$ cat config.mk
export PLATFORM = sky130hd
export DESIGN_NAME = wm_shift_scan_flat
export DESIGN_NICKNAME = d
export VERILOG_FILES = /design/src/rtl/wm_shift_scan_if.sv /design/src/rtl/wm_shift_scan.sv /design/src/flat_wrapper.sv
export SDC_FILE = /design/constraint.sdc
export NUM_CORES = 1
export LEC_CHECK = 0
export ABC_CLOCK_PERIOD_IN_PS = 7800
export BUFFER_PORTS_ARGS = -buffer_cell sky130_fd_sc_hd__buf_2
export CAP_MARGIN = 20
export CORE_MARGIN = 2
export CORE_UTILIZATION = 65
export DETAILED_ROUTE_END_ITERATION = 6
export PLACE_DENSITY = 0.84
export SLEW_MARGIN = 10
export SYNTH_ARGS = -nofsm -noshare
export SYNTH_HDL_FRONTEND = slang
export SYNTH_SLANG_ARGS = --single-unit
export TNS_END_PERCENT = 100
$ cat constraint.sdc
create_clock -name clk -period 7.8 [get_ports clk]
set_clock_uncertainty 0.05 [all_clocks]
set_input_delay 0.39 -clock clk [delete_from_list [all_inputs] [get_ports clk]]
set_output_delay 0.39 -clock clk [all_outputs]
set_load 0.01 [all_outputs]
$ cat src/rtl/wm_shift_scan_if.sv
// Byte-stream, SHIFT-table config and candidate/packet-status signals of the Wu-Manber shift-scan stage.
// Stream and candidate ports use valid/ready: a beat transfers on a rising clk edge where valid & ready are both high; the source holds its payload stable while valid is high and ready is low.
interface wm_shift_scan_if #(
  parameter int POS_WIDTH = 16
);
  logic                 in_valid;
  logic                 in_ready;
  logic [7:0]           in_data;
  logic                 in_sop;
  logic                 in_eop;
  logic                 cfg_we;
  logic [7:0]           cfg_addr;
  logic [2:0]           cfg_data;
  logic                 cand_valid;
  logic                 cand_ready;
  logic [POS_WIDTH-1:0] cand_pos;
  logic [7:0]           cand_hash;
  logic                 pkt_done;
  logic [POS_WIDTH-1:0] pkt_len;
  logic                 dbg_state;  // 0 = IDLE, 1 = SCAN

  modport master (
    output in_valid, in_data, in_sop, in_eop,
    output cfg_we, cfg_addr, cfg_data,
    output cand_ready,
    input  in_ready, cand_valid, cand_pos, cand_hash,
    input  pkt_done, pkt_len, dbg_state
  );

  modport slave (
    input  in_valid, in_data, in_sop, in_eop,
    input  cfg_we, cfg_addr, cfg_data,
    input  cand_ready,
    output in_ready, cand_valid, cand_pos, cand_hash,
    output pkt_done, pkt_len, dbg_state
  );
endinterface

$ cat src/rtl/wm_shift_scan.sv
// Wu-Manber shift-scan: hashes a sliding 2-byte block, skips by a programmable SHIFT table and
// emits zero-shift positions as candidates through a single-entry output buffer. M must be >= 2.
module wm_shift_scan #(
  parameter int M         = 4,
  parameter int POS_WIDTH = 16
) (
  input  logic            clk,
  input  logic            reset,
  wm_shift_scan_if.slave  bus
);

  typedef enum logic {
    ST_IDLE = 1'b0,
    ST_SCAN = 1'b1
  } state_e;

  localparam logic [POS_WIDTH-1:0] EVAL_IDX = POS_WIDTH'(M - 1);
  localparam logic [2:0]           SHIFT_RST = 3'd3;

  state_e               state_q, state_d;
  logic [POS_WIDTH-1:0] pos_q, pos_d;
  logic [7:0]           prev_q, prev_d;
  logic [2:0]           skip_q, skip_d;
  logic                 cand_valid_q, cand_valid_d;
  logic [POS_WIDTH-1:0] cand_pos_q, cand_pos_d;
  logic [7:0]           cand_hash_q, cand_hash_d;
  logic                 pkt_done_q, pkt_done_d;
  logic [POS_WIDTH-1:0] pkt_len_q, pkt_len_d;
  logic [2:0]           table_q [256];

  logic                 in_ready_w;
  logic                 accept;
  logic                 start;
  logic                 cont;
  logic                 in_pkt;
  logic [POS_WIDTH-1:0] pos_inc;
  logic [POS_WIDTH-1:0] cur_idx;
  logic [POS_WIDTH-1:0] len_inc;
  logic [2:0]           cur_skip;
  logic [7:0]           hash_w;
  logic [2:0]           shift_w;
  logic                 eval_zone;
  logic                 lookup;
  logic                 load;

  // A held, unaccepted candidate freezes the whole scan pipeline.
  assign in_ready_w = !(cand_valid_q && !bus.cand_ready);
  assign accept     = bus.in_valid && in_ready_w;
  assign start      = accept && bus.in_sop;
  assign cont       = accept && !bus.in_sop && (state_q == ST_SCAN);
  assign in_pkt     = start || cont;

  // Byte index of the accepted byte; pos sticks at all-ones instead of wrapping.
  assign pos_inc  = (pos_q == '1) ? pos_q : pos_q + 1'b1;
  assign cur_idx  = start ? '0 : pos_inc;
  assign len_inc  = (cur_idx == '1) ? cur_idx : cur_idx + 1'b1;
  assign cur_skip = start ? 3'd0 : skip_q;

  // Table read uses the registered contents, so a same-cycle write is not visible yet.
  assign hash_w    = {prev_q[3:0], bus.in_data[3:0]};
  assign shift_w   = table_q[hash_w];
  assign eval_zone = in_pkt && (cur_idx >= EVAL_IDX);
  assign lookup    = eval_zone && (cur_skip == 3'd0);
  assign load      = lookup && (shift_w == 3'd0);

  always_comb begin
    state_d      = state_q;
    pos_d        = pos_q;
    prev_d       = prev_q;
    skip_d       = skip_q;
    cand_valid_d = cand_valid_q && !bus.cand_ready;
    cand_pos_d   = cand_pos_q;
    cand_hash_d  = cand_hash_q;
    pkt_done_d   = 1'b0;
    pkt_len_d    = pkt_len_q;

    if (in_pkt) begin
      pos_d  = cur_idx;
      prev_d = bus.in_data;
      skip_d = cur_skip;
      if (lookup) begin
        skip_d = (shift_w == 3'd0) ? 3'd0 : shift_w - 3'd1;
      end else if (eval_zone) begin
        skip_d = cur_skip - 3'd1;
      end
      state_d = bus.in_eop ? ST_IDLE : ST_SCAN;
      if (bus.in_eop) begin
        pkt_done_d = 1'b1;
        pkt_len_d  = len_inc;
      end
    end

    if (load) begin
      cand_valid_d = 1'b1;
      cand_pos_d   = cur_idx;
      cand_hash_d  = hash_w;
    end
  end

  always_ff @(posedge clk) begin
    if (reset) begin
      state_q      <= ST_IDLE;
      pos_q        <= '0;
      prev_q       <= '0;
      skip_q       <= '0;
      cand_valid_q <= 1'b0;
      cand_pos_q   <= '0;
      cand_hash_q  <= '0;
      pkt_done_q   <= 1'b0;
      pkt_len_q    <= '0;
    end else begin
      state_q      <= state_d;
      pos_q        <= pos_d;
      prev_q       <= prev_d;
      skip_q       <= skip_d;
      cand_valid_q <= cand_valid_d;
      cand_pos_q   <= cand_pos_d;
      cand_hash_q  <= cand_hash_d;
      pkt_done_q   <= pkt_done_d;
      pkt_len_q    <= pkt_len_d;
    end
  end

  // SHIFT table: configuration writes are honoured in every state, even while stalled.
  always_ff @(posedge clk) begin
    if (reset) begin
      for (int i = 0; i < 256; i++) begin
        table_q[i] <= SHIFT_RST;
      end
    end else if (bus.cfg_we) begin
      table_q[bus.cfg_addr] <= bus.cfg_data;
    end
  end

  assign bus.in_ready   = in_ready_w;
  assign bus.cand_valid = cand_valid_q;
  assign bus.cand_pos   = cand_pos_q;
  assign bus.cand_hash  = cand_hash_q;
  assign bus.pkt_done   = pkt_done_q;
  assign bus.pkt_len    = pkt_len_q;
  assign bus.dbg_state  = (state_q == ST_SCAN);

endmodule

$ cat src/flat_wrapper.sv
// flat-port wrapper written by rule: the top's interface ports become plain ports
module wm_shift_scan_flat 
#(
  parameter int M         = 4,
  parameter int POS_WIDTH = 16
)
  (clk, reset, bus_in_valid, bus_in_data, bus_in_sop, bus_in_eop, bus_cfg_we, bus_cfg_addr, bus_cfg_data, bus_cand_ready, bus_in_ready, bus_cand_valid, bus_cand_pos, bus_cand_hash, bus_pkt_done, bus_pkt_len, bus_dbg_state);
  wm_shift_scan_if #(.POS_WIDTH(POS_WIDTH)) bus_i ();
  input  logic clk;
  input  logic reset;
  input wire logic [$bits(bus_i.in_valid)-1:0] bus_in_valid;
  input wire logic [$bits(bus_i.in_data)-1:0] bus_in_data;
  input wire logic [$bits(bus_i.in_sop)-1:0] bus_in_sop;
  input wire logic [$bits(bus_i.in_eop)-1:0] bus_in_eop;
  input wire logic [$bits(bus_i.cfg_we)-1:0] bus_cfg_we;
  input wire logic [$bits(bus_i.cfg_addr)-1:0] bus_cfg_addr;
  input wire logic [$bits(bus_i.cfg_data)-1:0] bus_cfg_data;
  input wire logic [$bits(bus_i.cand_ready)-1:0] bus_cand_ready;
  output wire logic [$bits(bus_i.in_ready)-1:0] bus_in_ready;
  output wire logic [$bits(bus_i.cand_valid)-1:0] bus_cand_valid;
  output wire logic [$bits(bus_i.cand_pos)-1:0] bus_cand_pos;
  output wire logic [$bits(bus_i.cand_hash)-1:0] bus_cand_hash;
  output wire logic [$bits(bus_i.pkt_done)-1:0] bus_pkt_done;
  output wire logic [$bits(bus_i.pkt_len)-1:0] bus_pkt_len;
  output wire logic [$bits(bus_i.dbg_state)-1:0] bus_dbg_state;
  assign bus_i.in_valid = bus_in_valid;
  assign bus_i.in_data = bus_in_data;
  assign bus_i.in_sop = bus_in_sop;
  assign bus_i.in_eop = bus_in_eop;
  assign bus_i.cfg_we = bus_cfg_we;
  assign bus_i.cfg_addr = bus_cfg_addr;
  assign bus_i.cfg_data = bus_cfg_data;
  assign bus_i.cand_ready = bus_cand_ready;
  assign bus_in_ready = bus_i.in_ready;
  assign bus_cand_valid = bus_i.cand_valid;
  assign bus_cand_pos = bus_i.cand_pos;
  assign bus_cand_hash = bus_i.cand_hash;
  assign bus_pkt_done = bus_i.pkt_done;
  assign bus_pkt_len = bus_i.pkt_len;
  assign bus_dbg_state = bus_i.dbg_state;
  wm_shift_scan #(.M(M), .POS_WIDTH(POS_WIDTH)) u_core (.clk(clk), .reset(reset), .bus(bus_i));
endmodule
==> results of run 1 <==
## kinds of logic (layout without fill, tap and decap cells)
| family | Yosys count | count (layout) | synth area share, % |
|---|---|---|---|
| adder cells (fa/ha/maj) | 6 | 6 | 0.182 |
| AND/OR/NAND/NOR | 1219 | 1219 | 16.5 |
| buffers and inverters | 415 | 295 | 4.12 |
| multiplexers | 270 | 270 | 12.3 |
| XOR/XNOR | 9 | 9 | 0.191 |
| AO/OA/AOI/OAI | 426 | 426 | 7.62 |
| flip-flops | 834 | 834 | 59.1 |
## layout by cell type, fill, tap and decap left out, types with 17 or more instances in the layout
| cell type | netlist | final |
|---|---|---|
| nand2_1 | 128 | 122 |
| mux2i_1 | 71 | 71 |
| clkbuf_1 | 327 | 18 |
| nor3_1 | 268 | 268 |
| and3_1 | 17 | 17 |
| buf_4 | 14 | 52 |
| mux4_2 | 188 | 188 |
| edfxtp_1 | 768 | 768 |
| nand3_1 | 60 | 51 |
| a21oi_1 | 43 | 43 |
| clkinv_1 | 2 | 18 |
| o21ai_0 | 18 | 18 |
| or3_1 | 506 | 504 |
| nor2_1 | 92 | 92 |
| or2_2 | 24 | 24 |
| nor2b_1 | 29 | 29 |
| dfxtp_1 | 66 | 66 |
| buf_2 | 50 | 59 |
| nand2b_1 | 32 | 32 |
| clkbuf_16 | 0 | 86 |
| o21bai_1 | 238 | 238 |
## sequential cells by signal, summed over array words and instances, names as in the netlist
signal and count:
u_core.bus.cand_hash 8, u_core.bus.cand_pos 16, u_core.bus.cand_valid 1, u_core.bus.dbg_state 1, u_core.bus.pkt_done 1, u_core.bus.pkt_len 16
u_core.pos_q 16, u_core.prev_q 4, u_core.skip_q 3, u_core.table_q 768
## power by group
group / switching [mW] / internal (mW) / total, mW
combinational: 0.513 / 0.287 / 0.800
sequential: 0.0701 / 5.08 / 5.15
clock: 1.72 / 2.15 / 3.87
total: 2.30 / 7.52 / 9.82
## area by class of cell
type                    count  area, um2  share of cell area [%]
well taps                 846       1060                    2.39
multi-input cells        1930      15200                    34.4
repair buffers            128        975                    2.20
flip-flops and latches    834      24400                    55.1
clock inverters            47        325                   0.735
inverters                  13       56.3                   0.127
clock buffers             107       2260                    5.11
## routing by layer
layer  GRT usage [%]  routed length [um]  up-vias
met5               0                   0        -
met4            13.8                4020        0
met3            6.88               13100      283
met2            52.5               52000     2016
met1            42.7               37400    13962
li1                -                   -    11902
## final timing paths
kind / endpoint / slack (ps) / cells after the start
max: u_core.bus.pkt_len[15]$_SDFFE_PP0P_ / 2490 / 11
min reg2reg: u_core.bus.cand_pos[12]$_SDFFE_PP0P_ / 400 / 2
max reg2reg: u_core.bus.pkt_len[15]$_SDFFE_PP0P_ / 2490 / 11
min: u_core.bus.dbg_state$_SDFFE_PP0N_ / 70 / 3
## worst min-delay path, stage by stage
cell,delay [ps]
buf_2,90
a21oi_1,110
o21a_1,130
==> results.json, run 1 <==
{
  "status": "finished with violations",
  "violations": "design-rule violations",
  "setup_ws_ps": 2490,
  "area_growth_pct": 7.37,
  "antenna_found_initial": 2,
  "cts_made_buffers": 84,
  "place_hpwl_um": 62400,
  "grt_max_degree": 142,
  "yosys-top-cells-count": "edfxtp_1, or3_1, clkbuf_1",
  "ir_drop_uv": 217,
  "cts.reportedPaths.clkPinSlew_ps": 60,
  "fmax_mhz": 188,
  "ys_ff_latch": 834,
  "tns_ps": 0,
  "die_w_um": 256,
  "slowest_delay_ps": 650,
  "hp-start": "bus_in_eop",
  "root_buffer": "clkbuf_16",
  "ios": 70,
  "power_density_nw_per_um2": 222,
  "post_drt_via_cell_ratio": 7.21,
  "antenna_cells": 0,
  "clk_path_buf_depth": 3,
  "worst-endpoint-required_ps": 8260,
  "grt_usage_pct": 32.3,
  "r2r-start": "u_core.pos_q[0]$_SDFFE_PP0N_",
  "dpl-instance-area_um2": 41500,
  "drv_slew": 0,
  "cap_violations": 0,
  "synth_edf_count": 768,
  "initial_core_util_pct": 65.6,
  "syn_area_um2": 41200,
  "post_cts_buffers": 0,
  "crit_chain": "ha_1 > nand3_1 > nor3_2 > a21boi_0 > nor3_1 > ha_1 > or4b_1 > nor4_4 > nand3_1 > and3_1 > or3_1",
  "maxSlewHeadroom_pct": 25.6,
  "synth_cells": 3179,
  "slowest_stage": "nand3_1",
  "fillCellCount": 4071,
  "p_leak_nw": 13.7,
  "postCtsResizedCells": 0,
  "synthesis.nets": 3211,
  "numPlacedInstances": 3741,
  "hold_path.class": "in2reg",
  "rows": 92,
  "hold_viol": 0,
  "cts_tree": "yes",
  "overflow": 0,
  "period_share_pct": 68.1,
  "drive_gt1_share_pct": 16.6,
  "ys_types": 85,
  "fp.dieArea_um2": 65500,
  "grt_pass1_wl_um": 162000,
  "port_buffers": 65,
  "drc_errors": 2,
  "cp_num_buf_inv": 0,
  "fin_area_um2": 44300,
  "postLayoutCoreUtil_pct": 70.4,
  "htree_num_levels": 3,
  "start_kind": "flip-flop",
  "syn_avg_cell_area_um2": 13.0,
  "die_y_um": 256,
  "crit_type": "reg2reg",
  "clkLatencyLatePin_ps": 660,
  "vias": 28163,
  "synth-seq-area-share_pct": 59.1,
  "ys.warnings.count": 0,
  "cp_top_family": "simple AND/OR/NAND/NOR gates",
  "core_area_um2": 62900,
  "ys.flop_type": "edfxtp_1",
  "grt_pass1_vias": 27443,
  "dp_slack_ps": 2510,
  "first_pass_iters": 7,
  "wirelength_um": 106000,
  "drtAntennaViolNets": 0,
  "yosys.area.top_type": "edfxtp_1",
  "rsz0062_at_grt": "no",
  "drt_iter0_markers": 4282,
  "finalPower_mw": 9.82,
  "fin_cells": 3905,
  "synth_area_leaders": "edfxtp_1, mux4_2, or3_1",
  "detail_route.wl_per_cell_um": 27.3,
  "ctsHoldBuffers": 0,
  "period_minus_slack_ps": 5310,
  "crit_path_end_kind": "flip-flop",
  "setup_viol": 0,
  "worstPathArrival_ps": 5770,
  "worst_pin_slew_ps": 1110,
  "crit_fanout": 21,
  "routabilityCongestion": 0.930,
  "crit_path_start": "u_core.pos_q[0]$_SDFFE_PP0N_",
  "hold_ws_ps": 67.3,
  "fin_nets": 3023,
  "netlist.area_leader.share_pct": 55.9,
  "yosysMostFrequentCell": "edfxtp_1",
  "ys_async_sr_fraction_pct": 0,
  "cts_num_sinks": 834
}
(Power assumes the default switching activity.)
==> run 2, diff against run 1 <==
Settings changed: ABC_CLOCK_PERIOD_IN_PS 7800 to 4650, CORE_UTILIZATION 65 to 57, PLACE_DENSITY 0.84 to 0.78.
Clock period 7.8 ns to 4.65 ns, I/O delays scaled along.
==> run 2 against run 1 <==
Compared with the run above:
- critical path depth up 4
- sequential cell count did not move
- critical endpoint is now u_core.bus.cand_valid$_SDFF_PP0_
- power is 70% higher
- combinational power increased by 71%
- core utilization decreased by 7.6 points
- largest cell class unchanged
- the flow now finishes without violations
- sequential share of layout area shrank 0.85 points
- wire length is 0.35% higher
- clock power increased by 73%
- register-to-register slack worse by 2300 ps
==> results.json, run 2 (same netlist as run 1, synthesis figures left out) <==
{
  "status": "completed",
  "drtAntennaViolNets": 0,
  "start_kind": "input port",
  "ios": 70,
  "drc_errors": 0,
  "maxSlewHeadroom_pct": 6.89,
  "grt_pass1_wl_um": 163000,
  "post_cts_buffers": 0,
  "crit_path_end_kind": "flip-flop",
  "tns_ps": 0,
  "initial_core_util_pct": 57.6,
  "period_minus_slack_ps": 4520,
  "cts_num_sinks": 834,
  "mostFrequentLayoutCells": "edfxtp_1, or3_1, nor3_1",
  "r2r-start": "u_core.prev_q[1]$_SDFFE_PP0N_",
  "area_growth_pct": 9.05,
  "finalPower_mw": 16.7,
  "worst-endpoint-required_ps": 5200,
  "crit_path_start": "bus_in_data[0]",
  "hp-start": "bus_in_data[2]",
  "rows": 98,
  "rsz0062_at_grt": "no",
  "grt_usage_pct": 28.6,
  "cap_violations": 0,
  "r2r_cells": 13,
  "wirelength_um": 107000,
  "first_pass_iters": 6,
  "period_share_pct": 97.3,
  "root_buffer": "clkbuf_16",
  "overflow": 0,
  "setup_viol": 0,
  "fp.dieArea_um2": 74500,
  "cts_made_buffers": 86,
  "cts.reportedPaths.clkPinSlew_ps": 60,
  "core_area_um2": 71600,
  "grt_max_degree": 167,
  "holdPathStages": 3,
  "htree_num_levels": 3,
  "post_drt_via_cell_ratio": 6.91,
  "drv_slew": 0,
  "fin_nets": 3064,
  "detail_route.wl_per_cell_um": 26.4,
  "hold_viol": 0,
  "die_w_um": 273,
  "routabilityCongestion": 0.929,
  "largest_register": "u_core.table_q",
  "drive_gt1_share_pct": 17.5,
  "power_density_nw_per_um2": 371,
  "fin_area_um2": 45000,
  "worst_pin_slew_ps": 1400,
  "place_hpwl_um": 66100,
  "port_buffers": 65,
  "final_common_cell": "edfxtp_1",
  "die_y_um": 273,
  "hold_path.class": "in2reg",
  "dpl-instance-area_um2": 42000,
  "ir_drop_uv": 282,
  "crit_fanout": 24,
  "cts_tree": "yes",
  "crit_type": "in2reg",
  "fillCellCount": 5153,
  "postLayoutCoreUtil_pct": 62.8,
  "clkLatencyLatePin_ps": 660,
  "largest_reg_flops": 768,
  "clk_path_buf_depth": 3,
  "fmax_mhz": 221,
  "p_leak_nw": 14.0,
  "vias": 27993,
  "worstPathArrival_ps": 5070,
  "grt_pass1_vias": 27085,
  "antenna_found_initial": 5,
  "drt_iter0_markers": 3943
}
[run 2: report_power, final]
part	switching [mW]	internal [mW]	total, mW
Combinational	0.864	0.510	1.37
Sequential	0.124	8.52	8.64
Clock	2.93	3.75	6.68
[run 2: layer usage]
layer  wire length, um  GRT usage, %  part of all wire (%)  vias up
met4              4600          11.8                   4.3        6
met5                37             0                 0.035        -
li1                  -             -                     -    11995
met3             11900          5.40                    11      283
met1             39200          39.1                    37    13923
met2             51100          45.6                    48     1786
[run 2: final cells by class]
| class | instances | area [um2] | area share (%) |
|---|---|---|---|
| Tap cell | 950 | 1190 | 2.64 |
| Antenna cell | 1 | 2.50 | 0.00557 |
| Sequential cell | 834 | 24400 | 54.2 |
| Inverter | 13 | 56.3 | 0.125 |
| Timing Repair Buffer | 167 | 1400 | 3.11 |
| Clock inverter | 44 | 363 | 0.807 |
| Clock buffer | 113 | 2350 | 5.22 |
| Multi-Input combinational cell | 1930 | 15200 | 33.8 |
[run 2: path summary, 6_finish.rpt]
kind / endpoint / slack, ps
setup / recovery: u_core.bus.cand_valid$_SDFF_PP0_ / 130
hold reg to reg: u_core.bus.cand_pos[2]$_SDFFE_PP0P_ / 410
setup reg to reg: u_core.bus.cand_valid$_SDFF_PP0_ / 220
hold / removal: u_core.bus.cand_hash[2]$_SDFFE_PP0P_ / 60
[run 2: critical path, stage by stage]
cell and delay, ps:
dlygate4sd3_1 560, buf_8 300, buf_4 400, mux4_2 570, mux4_2 480, o2111ai_1 400
a2bb2oi_1 230, nand3_1 260, o21ai_0 180, inv_1 90, ha_1 230, o311ai_4 140
buf_4 250, a21oi_1 150, dlygate4sd3_1 560
[run 2: through the flow]
stage / setup slack, ps / std cells / hold WS [ps]
after floorplan: 883 / 3179 / 378
after global placement: 381 / 3880 / 389
after detailed placement: 359 / 3880 / 400
after CTS: 136 / 4043 / 16.7
after global routing: 12.8 / 4052 / 66.3
final: 127 / 4052 / 56.4
[run 2: what timing repair did]
item / CTS / global route
hold endpoints to repair: 18 / 0
resized for setup: 0 / 1
hold buffers: 6 / 0
setup endpoints to repair: 0 / 1
